File: src/rtl/tl_pkg.sv
// Shared traffic-light definitions: light color codes and controller state encodings,
// used by both the light controller and the sensor/queue block.
package tl_pkg;

   typedef enum logic [1:0] {
      GREEN  = 2'b00,
      YELLOW = 2'b01,
      RED    = 2'b11
   } light_t;

   // Code 2'b10 is never driven by a healthy controller.
   localparam logic [1:0] LIGHT_ILLEGAL = 2'b10;

   typedef enum logic [1:0] {
      S_A_GREEN  = 2'b00,
      S_A_YELLOW = 2'b01,
      S_B_GREEN  = 2'b10,
      S_B_YELLOW = 2'b11
   } ctrl_state_t;

   // Departure timer width; covers DEPART_CYCLES up to 15.
   localparam int TIMER_W = 4;

   function automatic logic is_green(input logic [1:0] code);
      return code == GREEN;
   endfunction

   // Only the three forward steps that skip a color are illegal.
   function automatic logic bad_transition(input logic [1:0] prev, input logic [1:0] cur);
      return ((prev == GREEN)  && (cur == RED))    ||
             ((prev == RED)    && (cur == YELLOW)) ||
             ((prev == YELLOW) && (cur == GREEN));
   endfunction

endpackage

File: src/rtl/tl_queue.sv
// One street's vehicle queue: saturating arrival counter with a green-time
// departure timer and a sticky overflow flag.
module tl_queue
   import tl_pkg::*;
#(
   parameter int QW            = 4,
   parameter int DEPART_CYCLES = 3
) (
   input  logic          clk,
   input  logic          reset_n,
   input  logic          arr,
   input  logic          green,
   output logic [QW-1:0] q,
   output logic          t,
   output logic          ovf
);

   localparam logic [QW-1:0]      Q_MAX    = {QW{1'b1}};
   localparam logic [TIMER_W-1:0] TIMER_END = TIMER_W'(DEPART_CYCLES - 1);

   logic [QW-1:0]      q_p1;
   logic [TIMER_W-1:0] timer_p1;
   logic               ovf_p1;

   logic               running;
   logic               depart;
   logic               drop;
   logic [QW-1:0]      q_nxt;
   logic [TIMER_W-1:0] timer_nxt;

   // Arrival and departure cancel; a lone arrival saturates at Q_MAX, a lone
   // departure cannot underflow because departures need a nonempty queue.
   function automatic logic [QW-1:0] q_update(input logic [QW-1:0] cur,
                                               input logic          inc,
                                               input logic          dec);
      logic [QW-1:0] res;
      res = cur;
      if (inc && !dec && (cur != Q_MAX))
         res = cur + 1'b1;
      else if (dec && !inc && (cur != '0))
         res = cur - 1'b1;
      return res;
   endfunction

   always_comb begin
      running   = green && (q_p1 != '0);
      depart    = running && (timer_p1 == TIMER_END);
      drop      = arr && !depart && (q_p1 == Q_MAX);
      q_nxt     = q_update(q_p1, arr, depart);
      timer_nxt = '0;
      if (running && !depart)
         timer_nxt = timer_p1 + 1'b1;
   end

   // stage p1: registered queue state
   always_ff @(posedge clk or negedge reset_n) begin
      if (!reset_n) begin
         q_p1     <= '0;
         timer_p1 <= '0;
         ovf_p1   <= 1'b0;
      end else begin
         q_p1     <= q_nxt;
         timer_p1 <= timer_nxt;
         if (drop)
            ovf_p1 <= 1'b1;
      end
   end

   assign q   = q_p1;
   assign t   = (q_p1 != '0);
   assign ovf = ovf_p1;

endmodule

File: src/rtl/tl_sensor.sv
// Traffic sensor: per-street vehicle queues driving the Ta/Tb presence signals,
// plus a light monitor flagging illegal codes, transitions and conflicts.
module tl_sensor
   import tl_pkg::*;
#(
   parameter int QW            = 4,
   parameter int DEPART_CYCLES = 3
) (
   input  logic          clk,
   input  logic          reset_n,
   input  logic          arr_a,
   input  logic          arr_b,
   input  logic [1:0]    La,
   input  logic [1:0]    Lb,
   output logic          Ta,
   output logic          Tb,
   output logic [QW-1:0] qa,
   output logic [QW-1:0] qb,
   output logic [1:0]    ovf,
   output logic [2:0]    err
);

   logic       ovf_a;
   logic       ovf_b;
   logic [1:0] la_p1;
   logic [1:0] lb_p1;
   logic [2:0] err_p1;
   logic [2:0] err_now;

   tl_queue #(
      .QW            (QW),
      .DEPART_CYCLES (DEPART_CYCLES)
   ) u_queue_a (
      .clk     (clk),
      .reset_n (reset_n),
      .arr     (arr_a),
      .green   (is_green(La)),
      .q       (qa),
      .t       (Ta),
      .ovf     (ovf_a)
   );

   tl_queue #(
      .QW            (QW),
      .DEPART_CYCLES (DEPART_CYCLES)
   ) u_queue_b (
      .clk     (clk),
      .reset_n (reset_n),
      .arr     (arr_b),
      .green   (is_green(Lb)),
      .q       (qb),
      .t       (Tb),
      .ovf     (ovf_b)
   );

   always_comb begin
      err_now    = '0;
      err_now[0] = (La == LIGHT_ILLEGAL) || (Lb == LIGHT_ILLEGAL);
      err_now[1] = bad_transition(la_p1, La) || bad_transition(lb_p1, Lb);
      err_now[2] = (La != RED) && (Lb != RED);
   end

   // stage p1: previous lights and sticky error flags; reset mirrors the controller's reset state
   always_ff @(posedge clk or negedge reset_n) begin
      if (!reset_n) begin
         la_p1  <= GREEN;
         lb_p1  <= RED;
         err_p1 <= '0;
      end else begin
         la_p1  <= La;
         lb_p1  <= Lb;
         err_p1 <= err_p1 | err_now;
      end
   end

   assign ovf = {ovf_b, ovf_a};
   assign err = err_p1;

endmodule

File: config.mk
export PLATFORM = sky130hd
export DESIGN_NAME = tl_sensor
export DESIGN_NICKNAME = d
export VERILOG_FILES = /design/src/rtl/tl_pkg.sv /design/src/rtl/tl_queue.sv /design/src/rtl/tl_sensor.sv
export SDC_FILE = /design/constraint.sdc
export NUM_CORES = 1
export LEC_CHECK = 0
export ABC_AREA = 0
export BUFFER_PORTS_ARGS = -buffer_cell sky130_fd_sc_hd__buf_2
export CORE_MARGIN = 2
export CORE_UTILIZATION = 45
export DETAILED_ROUTE_END_ITERATION = 10
export GPL_ROUTABILITY_DRIVEN = 0
export PLACE_DENSITY_LB_ADDON = 0.15
export SKIP_LAST_GASP = 1
export SLEW_MARGIN = 40
export SYNTH_ARGS = -nofsm -noshare
export SYNTH_HDL_FRONTEND = slang
export SYNTH_SLANG_ARGS = --single-unit
File: constraint.sdc
create_clock -name clk -period 3.1 [get_ports clk]
set_input_delay 0.62 -clock clk [delete_from_list [all_inputs] [get_ports clk]]
set_output_delay 0.62 -clock clk [all_outputs]
set_load 0.01 [all_outputs]
==> metrics.txt <==
routed via count 966; mean post-synth cell area 11.6 um2; post-route cell area 0.00159 mm2; max_slew headroom 63.0%; register-to-register path setup slack 610 ps; capture point of the worst reg-to-reg path u_queue_a.q[3]; Starting Density 47.0%; Crit path largest cell delay 620 ps; flip-flop and latch count after synthesis 25; Post-synth top flop sky130_fd_sc_hd__dfrtp_1; Buffers on Ports 22; Tightest Hold Check Type input pin to asynchronous set/reset pin; power per unit of standard cell area 682 mW/mm2; total number of placement rows 20; # Max-Cap Violations 0; number of buffer and inverter stages on the critical path 0; number of cells after detailed placement 186; unrepaired setup endpoints after global routing false; fraction of synthesis flops using an asynchronous set or reset pin 100%; Chip Height 60.5 um; TritonCTS Sinks 25; number of levels in the clock H-tree 1; width of the die 60.5 um; violation count after the first detailed-route iteration 33; die area 0.00366 mm2; antenna-violating nets left 0; Setup Total Neg Slack 0 ps; number of standard cells after synthesis 124; insertion delay to the later sink of the worst-skew pair 320 ps; highest achievable clock rate 402 MHz; required time of the worst setup path 3310 ps; Core Footprint 0.00305 mm2; crit path launch type flop; Total Routed Length 2490 um; post-synth cell types 35; TritonCTS clock tree built; I/O pin total 23; clock tree skew after final layout 20.3 ps; most used cells in the layout excluding fill and tap cells sky130_fd_sc_hd__dfrtp_1 (23), sky130_fd_sc_hd__buf_2 (22), sky130_fd_sc_hd__xnor2_1 (11), sky130_fd_sc_hd__mux2i_1 (10); portion of the clock cycle consumed by the worst path in the final layout 80.3%; iteration count of the initial detailed-routing pass 2; highest ir drop seen on vdd 0.323 mV; clk slew on worst S/H paths 160 ps; data arrival time of the worst path 2700 ps; main area contributors after synthesis sky130_fd_sc_hd__dfrtp_1 (40%), sky130_fd_sc_hd__ha_1 (7.0%), sky130_fd_sc_hd__mux2i_1 (7.0%); sum of overflow across all layers after global routing 0; Util after Layout 52.2%; pin count of the biggest net entering global routing 26; count of final hold-check violations 0; path type of the worst setup path flop to flop; Total GRT Usage 16.2%; slowest CP cell sky130_fd_sc_hd__or4_4; endpoints failing setup 0; average via count per standard cell 5.08; via count of the first global-routing pass 945; Worst Tran Pin Value 555 ps; start of the worst register-to-register path u_queue_a.q[0]; leading cell type in the layout, fill and taps excluded sky130_fd_sc_hd__dfrtp_1; fraction of synthesized cell area taken by the top area cell type 40.1%; Diodes inserted 0; Syn-to-layout area delta 11.0%; Final Instance Count excl. Fillers 190; clock period minus worst slack 2490 ps; largest area contributor in the synthesized netlist sky130_fd_sc_hd__dfrtp_1; TritonCTS buffer count 3; post-CTS setup-driven buffer insertion count 0; global-route wire length before repair 4420 um; Post-layout nets 165; Post-Syn Nets 142; post-synthesis sequential area ratio 43.7%; count of flip-flops with a built-in enable after synthesis 0; cell-by-cell listing of the critical path or4_4 > a31oi_2 > nand2_1 > ha_1 > a21oi_1 > a211oi_1 > mux2i_1 > xnor2_1; LEAKAGE 0.000742 uW; status finished clean; share of cells above drive strength 1 28.1%; hold bufs inserted after CTS 0; Routed wire per std cell 13.1 um; Syn Std Cell Area 0.00144 mm2; post-placement cell area 0.00156 mm2; DP HPWL 1900 um; worst reg-to-reg path cell count 8; number of DRC violations after detailed routing 0; antenna violations before repair 0; number of max-slew violations in the final report 0; clock tree root driver cell sky130_fd_sc_hd__clkbuf_4; critical-path maximum fanout 6; crit path capture type flop; post-cts resize count 0; count of yosys warnings during synthesis 0; Largest delay share family, worst path simple AND/OR/NAND/NOR gates; Longest Clk Path Bufs 2
## report_power, final
group	switching, uW	internal, uW	leakage, uW
Combinational	228	226	0.000437
Sequential	88.1	393	0.000291
Clock	102	49.2	0.0000139
Total	419	668	0.000742
## cell usage after synthesis (all sizes together), types with 4 or more instances
| library cell | count |
|---|---|
| dfrtp | 23 |
| xnor2 | 11 |
| mux2i | 10 |
| nor2 | 9 |
| ha | 8 |
| inv | 8 |
| nand2 | 6 |
| nand3 | 6 |
| a21oi | 4 |
| and3 | 4 |
| buf | 4 |
## layout make-up
cell class | instances | area (um2)
fill | 303 | 1460
sequential | 25 | 628
inverter | 8 | 30.0
clock inverter | 1 | 7.51
tap | 44 | 55.1
timing repair buffer | 22 | 110
clock buffer | 3 | 22.5
multi-input combinational | 87 | 741
## kinds of logic (layout without fill, tap and decap cells)
logic type	count (synthesis)	after routing	synth area share (%)
adder cells (fa/ha/maj)	10	10	9.76
XOR/XNOR	12	12	7.32
AND/OR/NAND/NOR	38	38	17.7
multiplexers	10	10	6.97
AO/OA/AOI/OAI	17	17	9.84
flip-flops	25	25	43.7
buffers and inverters	12	34	4.70
## routing by layer
| metal | up-vias | routed length, um | GRT usage, % | part of all wire (%) |
|---|---|---|---|---|
| li1 | 477 | - | - | - |
| met1 | 475 | 1150 | 22.0 | 46 |
| met2 | 12 | 1250 | 26.4 | 50 |
| met3 | 2 | 71 | 2.56 | 2.9 |
| met4 | 0 | 21 | 5.59 | 0.84 |
| met5 | - | 0 | 0 | 0 |
## through the flow
step	hold slack [ps]	setup slack (ps)	total power [uW]
3_5_place_dp	448	637	946
6_report	254	611	1090
4_1_cts	277	606	1100
3_3_place_gp	440	676	924
2_1_floorplan	324	701	821
5_1_grt	276	463	1190
## how the worst max path moves through the flow
| stage | slack (ps) | endpoint | depth (start not counted) | start |
|---|---|---|---|---|
| after CTS | 610 | u_queue_a.q[3] | 8 | u_queue_a.q[0] |
| after detailed placement | 640 | u_queue_a.q[3] | 8 | u_queue_a.q[0] |
| after floorplan | 700 | u_queue_a.q[3] | 9 | u_queue_a.q[0] |
| after global routing | 460 | u_queue_a.q[3] | 8 | u_queue_a.q[0] |
| final | 610 | u_queue_a.q[3] | 8 | u_queue_a.q[0] |
| after global placement | 680 | u_queue_a.q[3] | 8 | u_queue_a.q[0] |
## state kept, by name, summed over array words and instances, names as in the netlist
register and count:
lb_p1 2, u_queue_b.timer_p1 4, u_queue_b.ovf 1, u_queue_a.ovf 1, u_queue_a.q 4, err 3, u_queue_b.q 4, u_queue_a.timer_p1 4
la_p1 2
No activity file was read; power rests on OpenSTA's default activity.
